<file path="config.mk">
export PLATFORM = sky130hd
export DESIGN_NAME = run_controller
export DESIGN_NICKNAME = d
export VERILOG_FILES = /design/src/rtl/run_controller.sv
export SDC_FILE = /design/constraint.sdc
export NUM_CORES = 1
export LEC_CHECK = 0
export CAP_MARGIN = 20
export CORE_AREA = 5 5 58 73
export CTS_CLUSTER_DIAMETER = 120
export CTS_CLUSTER_SIZE = 24
export DETAILED_ROUTE_END_ITERATION = 10
export DIE_AREA = 0 0 63 78
export HOLD_SLACK_MARGIN = 0.06
export PLACE_DENSITY = 0.74
export SYNTH_ARGS = -nofsm -noshare
export SYNTH_HDL_FRONTEND = slang
export SYNTH_SLANG_ARGS = --single-unit
</file>
<file path="constraint.sdc">
create_clock -name clk -period 2 [get_ports clk]
set_clock_uncertainty 0.2 [all_clocks]
set_input_delay 0.4 -clock clk [delete_from_list [all_inputs] [get_ports clk]]
set_output_delay 0.4 -clock clk [all_outputs]
set_load 0.05 [all_outputs]
</file>
<file path="src/rtl/run_controller.sv">
// rtl/run_controller.sv - debug run/step/breakpoint controller gating the CPU clock enable (optional BREAKPOINT_EN)
module run_controller #(
  parameter int ADDR_WIDTH = 16,
  parameter int CNT_WIDTH  = 16
) (
  input  logic                  clk,
  input  logic                  reset,
  input  logic                  run_req,
  input  logic                  step_req,
  input  logic                  halt_req,
  input  logic                  cpu_halt,
  input  logic                  instr_boundary,
  input  logic [ADDR_WIDTH-1:0] pc,
  input  logic                  bp_we,
  input  logic                  bp_clr,
  input  logic [ADDR_WIDTH-1:0] bp_addr_in,
  input  logic                  cnt_clr,
  output logic                  cpu_ce,
  output logic [1:0]            state,
  output logic                  bp_hit,
  output logic [CNT_WIDTH-1:0]  cycle_count
);

  typedef enum logic [1:0] {
    S_PAUSED = 2'b00,
    S_RUN    = 2'b01,
    S_STEP   = 2'b10,
    S_HALTED = 2'b11
  } state_e;

  state_e               state_q, state_d;
  logic                 armed_q, armed_d;
  logic                 bp_hit_q, bp_hit_d;
  logic [CNT_WIDTH-1:0] cnt_q, cnt_d;
  logic                 bp_match;
  logic                 active;
  logic                 stop_now;

`ifdef BREAKPOINT_EN
  logic                  bp_valid_q;
  logic [ADDR_WIDTH-1:0] bp_addr_q;

  // Breakpoint register: a clear beats a write landing in the same cycle.
  always_ff @(posedge clk or negedge reset) begin
    if (!reset) begin
      bp_valid_q <= 1'b0;
      bp_addr_q  <= '0;
    end else if (bp_clr) begin
      bp_valid_q <= 1'b0;
    end else if (bp_we) begin
      bp_valid_q <= 1'b1;
      bp_addr_q  <= bp_addr_in;
    end
  end

  assign bp_match = bp_valid_q && (pc == bp_addr_q);
`else
  logic unused_bp_inputs;
  assign unused_bp_inputs = ^{bp_we, bp_clr, bp_addr_in, pc};
  assign bp_match = 1'b0;
`endif

  // Stop decision and clock enable; reset also forces the enable low directly.
  always_comb begin
    active   = (state_q == S_RUN) || (state_q == S_STEP);
    stop_now = armed_q && instr_boundary &&
               ((state_q == S_STEP) || ((state_q == S_RUN) && bp_match));
    cpu_ce   = reset && active && !stop_now && !cpu_halt && !halt_req;
  end

  // Next state with priority cpu_halt > halt_req > stop_now > run_req > step_req.
  always_comb begin
    state_d  = state_q;
    armed_d  = armed_q;
    bp_hit_d = 1'b0;
    case (state_q)
      S_PAUSED: begin
        if (run_req)       state_d = S_RUN;
        else if (step_req) state_d = S_STEP;
      end
      S_RUN, S_STEP: begin
        if (!instr_boundary) armed_d = 1'b1;
        if (cpu_halt) begin
          state_d = S_HALTED;
        end else if (halt_req) begin
          state_d = S_PAUSED;
        end else if (stop_now) begin
          state_d  = S_PAUSED;
          bp_hit_d = (state_q == S_RUN);
        end else if (run_req) begin
          state_d = S_RUN;
        end
      end
      default: state_d = S_HALTED;
    endcase
    // Entering RUN or STEP disarms so the resume instruction is never re-trapped.
    if ((state_d != state_q) && ((state_d == S_RUN) || (state_d == S_STEP)))
      armed_d = 1'b0;
  end

  // Executed-cycle counter: clear wins, otherwise saturating increment.
  always_comb begin
    cnt_d = cnt_q;
    if (cnt_clr)
      cnt_d = '0;
    else if (cpu_ce && (cnt_q != {CNT_WIDTH{1'b1}}))
      cnt_d = cnt_q + 1'b1;
  end

  // Control state registers.
  always_ff @(posedge clk or negedge reset) begin
    if (!reset) begin
      state_q  <= S_PAUSED;
      armed_q  <= 1'b0;
      bp_hit_q <= 1'b0;
      cnt_q    <= '0;
    end else begin
      state_q  <= state_d;
      armed_q  <= armed_d;
      bp_hit_q <= bp_hit_d;
      cnt_q    <= cnt_d;
    end
  end

  assign state       = state_q;
  assign cycle_count = cnt_q;
`ifdef BREAKPOINT_EN
  assign bp_hit = bp_hit_q;
`else
  logic unused_bp_hit;
  assign unused_bp_hit = bp_hit_q;
  assign bp_hit = 1'b0;
`endif

endmodule

</file>
==> results.json, run 1 <==
{
  "grt_pass1_wl_um": 6090,
  "grt.total_usage": 0.152,
  "cts.sinks": 19,
  "final_core_util": 0.540,
  "async_reset_ff_frac": 1.00,
  "antenna_left": 0,
  "final_cell_mix": "buf_4 (46), dfrtp_1 (14), a21oi_1 (10)",
  "worst_slack_ns": -0.157,
  "num_io_pins": 62,
  "syn_to_final_growth_pct": 55.0,
  "pre_cts_ws_ns": -0.372,
  "clkTransAtPathRegs_ns": 0.07,
  "worstSetupPathType": "reg -> out",
  "finalSetupViolations": 13,
  "globalRouteOverflowTotal": 0,
  "holdBufCountCts": 0,
  "report.final.slew_viol_count": 0,
  "fp.dieH_um": 78,
  "cp_max_fo": 3,
  "synth.avg_cell_area_um2": 9.40,
  "switchingPower_mw": 0.500,
  "arrival_ns": 1.56,
  "layout_commonest_cell": "buf_4",
  "antenna_found_initial": 0,
  "fin_nets": 228,
  "reg2reg_slack_ns": -0.11,
  "cp_data_required_time_ns": 1.40,
  "crit_chain": "inv_2 -> ha_4 -> and4bb_2 -> nand2_4 -> clkinvlp_4 -> buf_12",
  "initial_core_util": 0.349,
  "post_drt_wl_per_cell_um": 16.9,
  "core_area_um2": 3450,
  "n_antenna_cell": 0,
  "seq_power_share": 0.343,
  "fmax_ghz": 0.464,
  "rr_worst_depth": 7,
  "worstSetupStartpointType": "flip-flop",
  "drive_gt1_frac": 0.470,
  "cts_buffer_depth": 2,
  "cts-buffers-inserted": 3,
  "finalWeightedCongestion": 0.852,
  "root_buffer": "clkbuf_8",
  "layout_min_cycle_time_ns": 2.16,
  "synth-edff-count": 0,
  "ys_warn_count": 0,
  "path_depth": 6,
  "cap_violations": 0,
  "hold_viol_final": 0,
  "power.density_nw_per_um2": 699,
  "dieArea_um2": 4910,
  "fp-row-count": 24,
  "cp_top_family": "flip-flops",
  "syn-num-nets": 174,
  "cts_tree": "yes",
  "p_leak_nw": 0.790,
  "grt_max_degree": 20,
  "sw_frac_of_total": 0.384,
  "status": "finished with violations",
  "slowest_delay_ns": 0.41,
  "dr.pass1.iters": 4,
  "drtIter0Drc": 66,
  "ys_types": 37,
  "synth-seq-cells": 19,
  "period_share": 1.08,
  "remaining_drc_errors": 0,
  "rsz0062_at_grt": "yes",
  "synth_cells": 128,
  "dp_hpwl_um": 2700,
  "port_buffers": 26,
  "synth_flop_cell": "dfrtp_1",
  "p_int_mw": 0.803,
  "grt_pass1_vias": 1311,
  "htreeDepth": 1,
  "crit_buf_inv": 3,
  "viasPerCell": 5.86,
  "clockPowerShare": 0.209,
  "num_vias": 1290,
  "worst_skew_pair.late_latency_ns": 0.26,
  "ir_drop_mv": 0.448,
  "worstReg2RegEnd": "cycle_count[12]",
  "rr_startpoint": "state[0]",
  "syn-cell-area_um2": 1200,
  "hold_class": "in -> async",
  "violations": "negative setup slack",
  "die_width_um": 63,
  "crit_path_top_delay_cell": "dfrtp_2",
  "crit_path_end_kind": "primary output",
  "p_comb_frac": 0.448,
  "wirelength_um": 3710,
  "ys_seq_area_frac": 0.395
}
-- final cells by class --
type | count | area (µm²)
Multi-Input combinational cell | 96 | 805
Clock buffer | 4 | 45.0
Tap cell | 39 | 48.8
Inverter | 7 | 30.0
Sequential cell | 19 | 482
Fill cell | 301 | 1590
Timing Repair Buffer | 55 | 455
-- metrics by stage --
stage,cell area [µm²],hold WS (ns),std cells,TNS [ns],total power [mW]
3_3_place_gp,1700,0.329,213,-3.67,0.973
2_1_floorplan,1250,-0.0956,128,-2.25,0.794
4_1_cts,1800,0.335,219,-0.788,1.30
6_report,1870,0.324,220,-0.831,1.30
5_1_grt,1870,0.357,220,-1.74,1.39
3_5_place_dp,1700,0.329,213,-4.16,1.01
-- synthesized netlist by cell type (all sizes together), types with 4 or more instances --
cell type / count / area, µm²
or4: 9 / 71.3
and4: 4 / 35.0
nand3: 11 / 65.1
buf: 5 / 31.3
inv: 7 / 26.3
ha: 4 / 50.1
o21ai: 7 / 35.0
o31ai: 7 / 52.6
nand2: 4 / 15.0
a21oi: 15 / 75.1
nand4: 4 / 31.3
dfrtp: 19 / 475
-- power groups by stage --
stage / clock network, mW / registers [mW] / logic (mW)
after floorplan: 0 / 0.550 / 0.244
after global placement: 0 / 0.452 / 0.521
after detailed placement: 0 / 0.454 / 0.556
after CTS: 0.278 / 0.446 / 0.573
after global routing: 0.297 / 0.451 / 0.637
final: 0.272 / 0.448 / 0.583
-- flip-flops by register name, indices dropped and copies added, names as in the netlist --
signal and flops:
state 2, cycle_count 16, armed_q 1
-- worst max path at each step --
stage              from              to  slack, ns
2_1_floorplan  state[1]  cycle_count[2]      -0.40
6_report       state[0]          cpu_ce      -0.16
5_1_grt        state[0]          cpu_ce      -0.21
4_1_cts        state[0]          cpu_ce      -0.17
3_5_place_dp   halt_req          cpu_ce      -0.37
3_3_place_gp   halt_req          cpu_ce      -0.34
-- kinds of logic after synthesis --
group / after synthesis / synth area share
multiplexers: 2 / 0.0187
AO/OA/AOI/OAI: 41 / 0.216
adder cells (fa/ha/maj): 4 / 0.0416
flip-flops: 19 / 0.395
AND/OR/NAND/NOR: 48 / 0.274
buffers and inverters: 13 / 0.0509
other: 1 / 0.00312
-- what timing repair did --
action / 4_1_cts / 5_1_grt
setup buffers: 2 / 1
gates resized for setup: 8 / 13
endpoints found under the setup margin: 13 / 16
pin swaps: 5 / 3
-- metal layers --
metal	vias to the layer above	global-route usage	routed length (µm)
met5	-	0	0
met4	0	0.0658	92
met3	9	0.0275	168
met2	39	0.279	2060
met1	636	0.168	1390
li1	606	-	-
Note: power is estimated with default switching activity, not from simulation.
==> inputs of run 2 (changes only) <==
- CTS_CLUSTER_DIAMETER: 120 -> 150
- clock period: 2 -> 1.94 ns (I/O delays scaled with it)
==> run 2 against run 1 <==
Net effect: the run still ends with negative setup slack left; final area up 8.9%; sequential cell count unchanged; global-route usage up 0.88 points; register-to-register slack worse by 0.06 ns; first-iteration DRC count down 35%; critical path type unchanged; highest routed layer unchanged.
==> results.json, run 2 (same netlist as run 1, synthesis figures left out) <==
{
  "wl_met3_um": 155,
  "violations": "negative setup slack",
  "final_cell_mix": "buf_4 (45), dfrtp_1 (15), a21oi_1 (11)",
  "fp.dieH_um": 78,
  "fin_nets": 236,
  "initial_core_util": 0.349,
  "met1_length_um": 1520,
  "whs_ns": 0.319,
  "drive_gt1_frac": 0.503,
  "root_buffer": "clkbuf_8",
  "worstSetupPathType": "reg -> out",
  "cts-buffers-inserted": 3,
  "antenna_left": 0,
  "grt_max_degree": 20,
  "design_area_um2": 2030,
  "cp_data_required_time_ns": 1.35,
  "cts.sinks": 19,
  "grt_pass1_vias": 1379,
  "wl_met2_um": 2190,
  "dp_cells": 219,
  "sw_frac_of_total": 0.389,
  "placed_area_um2": 1840,
  "startpoint": "state[1]",
  "switchingPower_mw": 0.542,
  "clkTransAtPathRegs_ns": 0.08,
  "clockPowerShare": 0.204,
  "cts_tree": "yes",
  "reg2reg_slack_ns": -0.17,
  "crit_path_end_kind": "primary output",
  "instances_no_fill": 228,
  "num_io_pins": 62,
  "grt.total_usage": 0.161,
  "worst_skew_pair.late_latency_ns": 0.26,
  "die_width_um": 63,
  "core_area_um2": 3450,
  "largest_register_ffs": 16,
  "htreeDepth": 1,
  "fmax_ghz": 0.466,
  "top_layer": "met4",
  "layout_min_cycle_time_ns": 2.15,
  "p_leak_nw": 0.842,
  "ir_drop_mv": 0.532,
  "cts_buffer_depth": 2,
  "dr.pass1.iters": 4,
  "cap_violations": 0,
  "finalSetupViolations": 14,
  "globalRouteOverflowTotal": 0,
  "seq_power_share": 0.333,
  "rr_startpoint": "state[0]",
  "n_antenna_cell": 0,
  "worst_slack_ns": -0.207,
  "fp-row-count": 24,
  "worstSetupStartpointType": "flip-flop",
  "dp_hpwl_um": 2830,
  "period_share": 1.11,
  "antenna_found_initial": 0,
  "post_drt_wl_per_cell_um": 17.1,
  "layout_commonest_cell": "buf_4",
  "arrival_ns": 1.56,
  "port_buffers": 26,
  "remaining_drc_errors": 0,
  "drtIter0Drc": 43,
  "finalWeightedCongestion": 0.855,
  "power.density_nw_per_um2": 685,
  "grt_pass1_wl_um": 6410,
  "syn_to_final_growth_pct": 68.8,
  "hold_class": "in -> async",
  "report.final.slew_viol_count": 0,
  "wirelength_um": 3900,
  "status": "finished with violations",
  "p_int_mw": 0.850,
  "hold_viol_final": 0,
  "p_comb_frac": 0.462,
  "viasPerCell": 5.78,
  "cp_max_fo": 2,
  "num_vias": 1318,
  "dieArea_um2": 4910,
  "rsz0062_at_grt": "yes"
}
[run 2: path summary, 6_finish.rpt]
path | to | cells past startpoint
max in group asynchronous | cycle_count[0] | 2
setup reg to reg | cycle_count[8] | 7
hold reg to reg | cycle_count[4] | 2
hold / removal | cycle_count[7] | 2
setup / recovery | cpu_ce | 6
min in group clk | cycle_count[4] | 2
[run 2: timing repair]
| action | 4_1_cts | 5_1_grt |
|---|---|---|
| hold buffers | 0 | 0 |
| setup endpoints to repair | 15 | 16 |
| buffers inserted | 4 | 1 |
| gates resized for setup | 7 | 14 |
| pin swaps | 6 | 2 |
[run 2: power by group through the flow]
stage / sequential, mW / clock, mW / combinational (mW)
2_1_floorplan: 0.567 / 0 / 0.251
3_3_place_gp: 0.465 / 0 / 0.536
3_5_place_dp: 0.470 / 0 / 0.572
4_1_cts: 0.463 / 0.282 / 0.618
5_1_grt: 0.466 / 0.315 / 0.700
6_report: 0.464 / 0.284 / 0.644
[run 2: critical path: stages, from the launching register on]
cell        delay [ns]
dfrtp_2           0.42
inv_2             0.07
ha_4              0.20
and4bb_2          0.26
nand2_4           0.09
clkinvlp_4        0.11
buf_12            0.16
[run 2: routing by layer]
layer	GRT usage	vias up
met1	0.174	651
met2	0.314	34
li1	-	627
met3	0.0275	6
met5	0	-
met4	0.0425	0
[run 2: layout make-up]
cell class | instances | area [µm²]
fill | 273 | 1420
multi-input combinational | 96 | 807
timing repair buffer | 63 | 619
sequential | 19 | 480
tap | 39 | 48.8
clock buffer | 3 | 41.3
inverter | 7 | 30.0
clock inverter | 1 | 5.00
[run 2: stage by stage]
stage | TNS, ns | setup slack [ns] | power [mW] | util
6_report | -1.59 | -0.207 | 1.39 | 0.588
5_1_grt | -2.87 | -0.267 | 1.48 | 0.588
4_1_cts | -1.58 | -0.220 | 1.36 | 0.566
3_5_place_dp | -4.94 | -0.411 | 1.04 | 0.533
3_3_place_gp | -4.39 | -0.371 | 1.00 | 0.533
2_1_floorplan | -3.21 | -0.458 | 0.818 | -
